===== config.mk =====
export PLATFORM = sky130hd
export DESIGN_NAME = sync_fifo_status
export DESIGN_NICKNAME = d
export VERILOG_FILES = /design/src/rtl/sync_fifo_status.sv
export SDC_FILE = /design/constraint.sdc
export NUM_CORES = 1
export LEC_CHECK = 0
export BUFFER_PORTS_ARGS = -buffer_cell sky130_fd_sc_hd__buf_2
export CORE_AREA = 10 10 110 112
export CTS_BUF_LIST = sky130_fd_sc_hd__clkbuf_2 sky130_fd_sc_hd__clkbuf_4 sky130_fd_sc_hd__clkbuf_8
export DETAILED_ROUTE_END_ITERATION = 7
export DIE_AREA = 0 0 120 122
export GPL_TIMING_DRIVEN = 0
export PLACE_DENSITY_LB_ADDON = 0.05
export SYNTH_ARGS = -nofsm -noshare
export SYNTH_HDL_FRONTEND = slang
export SYNTH_SLANG_ARGS = --single-unit

===== constraint.sdc =====
create_clock -name clk -period 7.1 [get_ports clk]
set_clock_uncertainty 0.1 [all_clocks]
set_input_delay 0.355 -clock clk [delete_from_list [all_inputs] [get_ports clk]]
set_output_delay 0.355 -clock clk [all_outputs]
set_load 0.02 [all_outputs]

===== src/rtl/sync_fifo_status.sv =====
// Single-clock FIFO with fill count, programmable almost-full/almost-empty and sticky error flags.
// Define SYNC_FIFO_FWFT_EN for first-word-fall-through reads (r_data shows the head word combinationally).
module sync_fifo_status #(
  parameter int DATA_WIDTH    = 8,
  parameter int ADDR_WIDTH    = 4,
  parameter int AFULL_THRESH  = 14,
  parameter int AEMPTY_THRESH = 2
) (
  input  logic                  clk,
  input  logic                  rst_n,
  input  logic                  w_en,
  input  logic [DATA_WIDTH-1:0] w_data,
  input  logic                  r_en,
  output logic [DATA_WIDTH-1:0] r_data,
  output logic                  full,
  output logic                  empty,
  output logic                  almost_full,
  output logic                  almost_empty,
  output logic [ADDR_WIDTH:0]   count,
  output logic                  overflow,
  output logic                  underflow,
  input  logic                  err_clr
);

  localparam int DEPTH = 2 ** ADDR_WIDTH;
  localparam logic [ADDR_WIDTH:0] DEPTH_C  = (ADDR_WIDTH + 1)'(DEPTH);
  localparam logic [ADDR_WIDTH:0] AFULL_C  = (ADDR_WIDTH + 1)'(AFULL_THRESH);
  localparam logic [ADDR_WIDTH:0] AEMPTY_C = (ADDR_WIDTH + 1)'(AEMPTY_THRESH);

  if (AFULL_THRESH < 1 || AFULL_THRESH > DEPTH) begin : g_bad_afull
    $error("sync_fifo_status: AFULL_THRESH must be in 1..DEPTH");
  end
  if (AEMPTY_THRESH < 0 || AEMPTY_THRESH > DEPTH - 1) begin : g_bad_aempty
    $error("sync_fifo_status: AEMPTY_THRESH must be in 0..DEPTH-1");
  end

  logic [DATA_WIDTH-1:0] mem [DEPTH];
  logic [ADDR_WIDTH:0]   wptr;
  logic [ADDR_WIDTH:0]   rptr;
  logic                  wr_acc;
  logic                  rd_acc;

  // Request/accept: a write is taken only when not full, a read only when not
  // empty; a refused request is dropped (no retry) and only marks the sticky flag.
  assign wr_acc = w_en && !full;
  assign rd_acc = r_en && !empty;

  assign full         = (count == DEPTH_C);
  assign empty        = (count == '0);
  assign almost_full  = (count >= AFULL_C);
  assign almost_empty = (count <= AEMPTY_C);

  always_ff @(posedge clk) begin
    if (wr_acc) mem[wptr[ADDR_WIDTH-1:0]] <= w_data;
  end

  always_ff @(posedge clk or negedge rst_n) begin
    if (!rst_n) begin
      wptr      <= '0;
      rptr      <= '0;
      count     <= '0;
      overflow  <= 1'b0;
      underflow <= 1'b0;
    end else begin
      if (wr_acc) wptr <= wptr + 1'b1;
      if (rd_acc) rptr <= rptr + 1'b1;
      case ({wr_acc, rd_acc})
        2'b10:   count <= count + 1'b1;
        2'b01:   count <= count - 1'b1;
        default: count <= count;
      endcase
      // A new error in the clearing cycle must not be lost.
      if (w_en && full)  overflow <= 1'b1;
      else if (err_clr)  overflow <= 1'b0;
      if (r_en && empty) underflow <= 1'b1;
      else if (err_clr)  underflow <= 1'b0;
    end
  end

`ifdef SYNC_FIFO_FWFT_EN
  assign r_data = mem[rptr[ADDR_WIDTH-1:0]];
`else
  always_ff @(posedge clk or negedge rst_n) begin
    if (!rst_n)      r_data <= '0;
    else if (rd_acc) r_data <= mem[rptr[ADDR_WIDTH-1:0]];
  end
`endif

endmodule


-- Word level (Yosys, flattened, before mapping)
Memories as Yosys holds them, arrays and structs flattened. A register that Yosys moved wholly into a read port is not among the register bits.
Cells that the tools add are included.
- register bits after elaboration: 17
- RAM bits: 128
- input bits: 13
- output and inout port bits: 19
- word-level logic and storage cells: 32
- memories kept: 1
- memory list (name ; words ; width ; read ports ; clocked after memory_dff ; write ports ; RTL line ; source):
    mem ; 16 ; 8 ; 1 ; 1 ; 1 ; 37 ; logic [DATA_WIDTH-1:0] mem [DEPTH];
- $add $sub $neg: 4
- $lt $le $gt $ge: 2
- eq/ne operators: 3
- mux-type cells: 6
- reductions and logical operators: 11
- operators by type and width (kind ; count):
    adder 5 x 1 -> 5 bit, second input constant ; 3
    case mux 5 bit (2 select lines) ; 1
    nonzero test 2 bit ; 3
    == test 5 bit, second input constant ; 1
    >= comparator 5 x 4 -> 1 bit, second input constant ; 1
    <= comparator 5 x 2 -> 1 bit, second input constant ; 1
    logical NOT 5 bit ; 1
    two-way mux 1 bit ; 5
    subtractor 5 x 1 -> 5 bit, second input constant ; 1
    logical AND 1 bit ; 4
    logical NOT 1 bit ; 3
    == test 2 x 1 -> 1 bit, second input constant ; 1
    == test 2 bit, second input constant ; 1

-- Longest topological paths before layout
- depth after elaboration: 5
- depth in mapped cells: 12

-- Worst setup path after synthesis
OpenSTA, ideal clock, no wires.
- path kind: register -> register
- from: register count[1]
- to: register count[4]
- arrival: 2.578 ns
- data required time: 6.867 ns
- setup slack: 4.289 ns
- cell stages (with the launch flop): 13
- buffers on the path: 2
- clock period less this slack: 2.811 ns
- path through: dfrtp_1 > buf_6 > or4_4 > o21ai_2 > inv_2 > ha_1 > clkbuf_1 > xor2_1 > ha_1 > and3b_1 > o21ai_0 > a21oi_1 > xor2_1
- cells in the longest elaborated chain, start to end: 5
- elaborated cells between the ends (all ways): 12
- classes of those cells: add/sub: 2; eq/ne: 3; mux: 1; reduce/logical: 6
- RTL lines (what ; RTL line ; source):
    start, declared ; 19 ; output logic [ADDR_WIDTH:0] count,
    start signal, assigned ; 68 ; 2'b10: count <= count + 1'b1;
    start signal, assigned ; 69 ; 2'b01: count <= count - 1'b1;
    start signal, assigned ; 70 ; default: count <= count;
    logical NOT 5 bit (*) ; 49 ; assign empty = (count == '0);
    logical NOT 1 bit (*) ; 46 ; assign rd_acc = r_en && !empty;
    logical AND 1 bit (*) ; 46 ;
    via rd_acc ; 41 ; logic rd_acc;
    == test 2 x 1 -> 1 bit / == test 2 bit (equally long branches) ; 67 ; case ({wr_acc, rd_acc})
    case mux 5 bit (2 select lines) / nonzero test 2 bit (equally long branches) ; - ;
The timed path passes the listed nets; every way through them passes the cells marked *.
A chain may end at the register's enable or synchronous reset.

-- Worst setup path in the final report
- from: register count[2]
- to: memory mem[2][7] (enable)
- cells in the longest elaborated chain, start to end: 5
- RTL lines (what ; RTL line ; source):
    == test 5 bit ; 48 ; assign full = (count == DEPTH_C);
    logical NOT 1 bit ; 45 ; assign wr_acc = w_en && !full;
    logical AND 1 bit ; 45 ;
    two-way mux 1 bit ; 54 ; if (wr_acc) mem[wptr[ADDR_WIDTH-1:0]] <= w_data;
    two-way mux 1 bit (implied by the code) ; 54 ;
    end, declared ; 37 ;
No other way between the ends.

==> results_dict.tcl <==
set metrics [dict create \
    grt_start_max_net_pins 24 \
    final_layout_size_suffix_gt1_share_pct 29.6 \
    worstSetupEndpointType "flip-flop" \
    initial_antenna_violation_count 0 \
    setup_tns_ns 0 \
    cts-resized-gates 0 \
    criticalPathCategory "reg2reg" \
    syn-mean-instance-area_um2 19.1 \
    yosys-top-cells-count "sky130_fd_sc_hd__edfxtp_1 (128), sky130_fd_sc_hd__mux4_2 (32), sky130_fd_sc_hd__dfrtp_1 (23)" \
    synth_seq_area_share_pct 72.8 \
    postSynth.asyncResetShare_pct 15.2 \
    wl_mm 11.2 \
    synthDominantCellAreaShare_pct 63.3 \
    die_width_um 120 \
    power_frac_comb_pct 33.6 \
    clk-insertion-delay-late_ns 0.43 \
    drt_first_iter_violations 262 \
    synth_area_um2 6070 \
    report.final.slew_viol_count 0 \
    cts_setup_buffers 0 \
    dominantRegCellSynth "sky130_fd_sc_hd__edfxtp_1" \
    p_sw_share_pct 33.3 \
    timing.hold.worst.class "in2reg" \
    die-height_um 122 \
    setup_viol 0 \
    postRouteAntennaNets 0 \
    drc 0 \
    pwr-share-seq_pct 43.7 \
    cts.reportedPaths.clkPinSlew_ns 0.08 \
    drt-vias-per-instance 5.75 \
    globalplace.congestion 0.823 \
    wl_per_cell_um 21.7 \
    final_worst_path_cycle_share_pct 41.6 \
    top_level_ports 32 \
    overflow 0 \
    n_antenna_cell 0 \
    switching_power_mw 0.881 \
    data_required_time_of_the_worst_path_ns 7.04 \
    net_count_after_synthesis 339 \
    synthDominantAreaCellType "sky130_fd_sc_hd__edfxtp_1" \
    max_freq_ghz 0.339 \
    clock_power_share_pct 22.7 \
    final.min_clock_period_ns 2.95 \
    finalCoreUtilization_pct 67.4 \
    synthesis_to_layout_area_growth_pct 11.5 \
    fillerInstances 686 \
    numCtsBuffers 17 \
    place_hpwl_mm 7.51 \
    starting_density_pct 60.4 \
    first_global_vias 2990 \
    power_per_cell_area_nw_per_um2 390 \
    std_cell_rows 37 \
    internal-power_mw 1.76 \
    worst_slew_margin_relative_to_its_limit_pct 11.5 \
    status "completed" \
    netlist_top_cells_area "sky130_fd_sc_hd__edfxtp_1 (63%), sky130_fd_sc_hd__mux4_2 (12%), sky130_fd_sc_hd__dfrtp_1 (9.5%)" \
    synth-edff-count 128 \
    clock_sink_count 151 \
    drt_first_pass_iters 4 \
    cts.htree.levels 4 \
    p_leak_nw 2.37 \
    finish.instance_area_um2 6770 \
    rsz0062_at_grt "no" \
    post_synth_inst_count 318 \
    worstSetupStartpointType "flip-flop" \
    grt_pass1_wl_mm 17.6 \
    tightest_slew_ns 1.32 \
    clock_tree.root_cell "sky130_fd_sc_hd__clkbuf_8" \
    ys.warnings.count 0 \
    grtUsageTotal_pct 16.1 \
    floorplan.core_area_um2 10000 \
    worstPathArrival_ns 2.89 \
    peakVddDrop_uv 170 \
    synth_cell_types 39 \
    dr_total_vias 2976 \
    final_hold_viols 0 \
    yosys.cell_count.top_type "sky130_fd_sc_hd__edfxtp_1" \
    clk_path_buf_depth 2 \
    max-cap-violations 0 \
    critPathMaxFanout 10 \
    die_area_um2 14600 \
    finalNetCount 390 \
    tritoncts "done" \
    portBuffers 31 \
    placed_cell_area_um2 6400 \
    ys_seq_elements 151 \
]
-- per-layer routing --
layer,wire length (um),GRT usage (%)
met5,0,0
met4,123,4.98
met3,960,5.09
met2,5360,23.8
met1,4780,22.7
-- sequential cells by signal (all words and copies together) (netlist names) --
signal	flops
underflow	1
r_data	8
overflow	1
wptr	4
rptr	4
count	5
mem	128
-- cell families (layout without fill, tap and decap cells) --
kind of cell | count (synthesis) | count (layout) | share of synthesized area, %
adder cells (fa/ha/maj) | 8 | 8 | 1.65
AND/OR/NAND/NOR | 49 | 49 | 3.90
XOR/XNOR | 13 | 13 | 1.88
flip-flops | 151 | 151 | 72.8
buffers and inverters | 25 | 89 | 2.08
multiplexers | 49 | 49 | 14.7
AO/OA/AOI/OAI | 23 | 23 | 3.01
-- layout by cell type, fill, tap and decap left out, types with 6 or more instances in the layout --
cell type / synthesis / final
sky130_fd_sc_hd__xor2_1: 6 / 6
sky130_fd_sc_hd__clkbuf_8: 0 / 17
sky130_fd_sc_hd__mux4_2: 32 / 32
sky130_fd_sc_hd__dfrtp_1: 23 / 23
sky130_fd_sc_hd__mux2i_1: 16 / 16
sky130_fd_sc_hd__nand2_1: 18 / 18
sky130_fd_sc_hd__buf_2: 5 / 36
sky130_fd_sc_hd__xnor2_1: 7 / 7
sky130_fd_sc_hd__clkbuf_1: 7 / 7
sky130_fd_sc_hd__edfxtp_1: 128 / 128
sky130_fd_sc_hd__nor2_1: 14 / 14
sky130_fd_sc_hd__o221ai_1: 7 / 7
sky130_fd_sc_hd__ha_1: 8 / 8
-- worst max-delay path, stage by stage (launching register included) --
cell                       delay [ns]
sky130_fd_sc_hd__dfrtp_1         0.35
sky130_fd_sc_hd__clkbuf_1        0.33
sky130_fd_sc_hd__nor4_1          0.13
sky130_fd_sc_hd__a21boi_2        0.39
sky130_fd_sc_hd__nand2_1         0.22
sky130_fd_sc_hd__nor3_1          1.04
-- layout make-up --
class	count	area, um2	share of cell area (%)
inverters	6	22.5	0.333
multi-input cells	142	1530	22.5
plain buffers	19	104	1.53
clock buffers	18	241	3.57
clock inverters	14	124	1.83
repair buffers	32	165	2.44
flip-flops and latches	151	4420	65.3
well taps	136	170	2.51
-- power by group through the flow --
stage,sequential (mW),clock (mW),combinational [mW]
after detailed placement,1.18,0,0.901
after global routing,1.17,0.650,0.969
final,1.15,0.601,0.887
after floorplan,1.21,0,0.601
after global placement,1.17,0,0.891
after CTS,1.16,0.611,0.904
-- repair_timing --
action	CTS	global route
hold endpoints to repair	23	0
setup endpoints to repair	0	0
hold buffers	1	0
-- stage by stage --
stage | std cells | total power [mW] | worst slack, ns | hold WS (ns)
after floorplan | 318 | 1.81 | 4.29 | -0.0406
after global placement | 485 | 2.06 | 4.22 | 0.252
after detailed placement | 485 | 2.08 | 4.12 | 0.258
after CTS | 518 | 2.67 | 4.08 | 0.0458
after global routing | 518 | 2.79 | 3.93 | 0.0487
final | 518 | 2.64 | 4.15 | 0.0573
-- path summary, 6_finish.rpt --
kind                       slack, ns                    end  cells past startpoint                   from
min reg2reg                     0.40  r_data[2]$_DFFE_PN0P_                      2  r_data[2]$_DFFE_PN0P_
max                             4.15    mem[2][7]$_DFFE_PP_                      5   count[2]$_DFFE_PN0P_
min                             0.06   overflow$_DFFE_PN0P_                      2                   w_en
max in group asynchronous       6.21   count[1]$_DFFE_PN0P_                      2                  rst_n
max reg2reg                     4.15    mem[2][7]$_DFFE_PP_                      5   count[2]$_DFFE_PN0P_
min in group asynchronous       0.32   count[2]$_DFFE_PN0P_                      2                  rst_n
No activity file was read; power rests on OpenSTA's default activity.
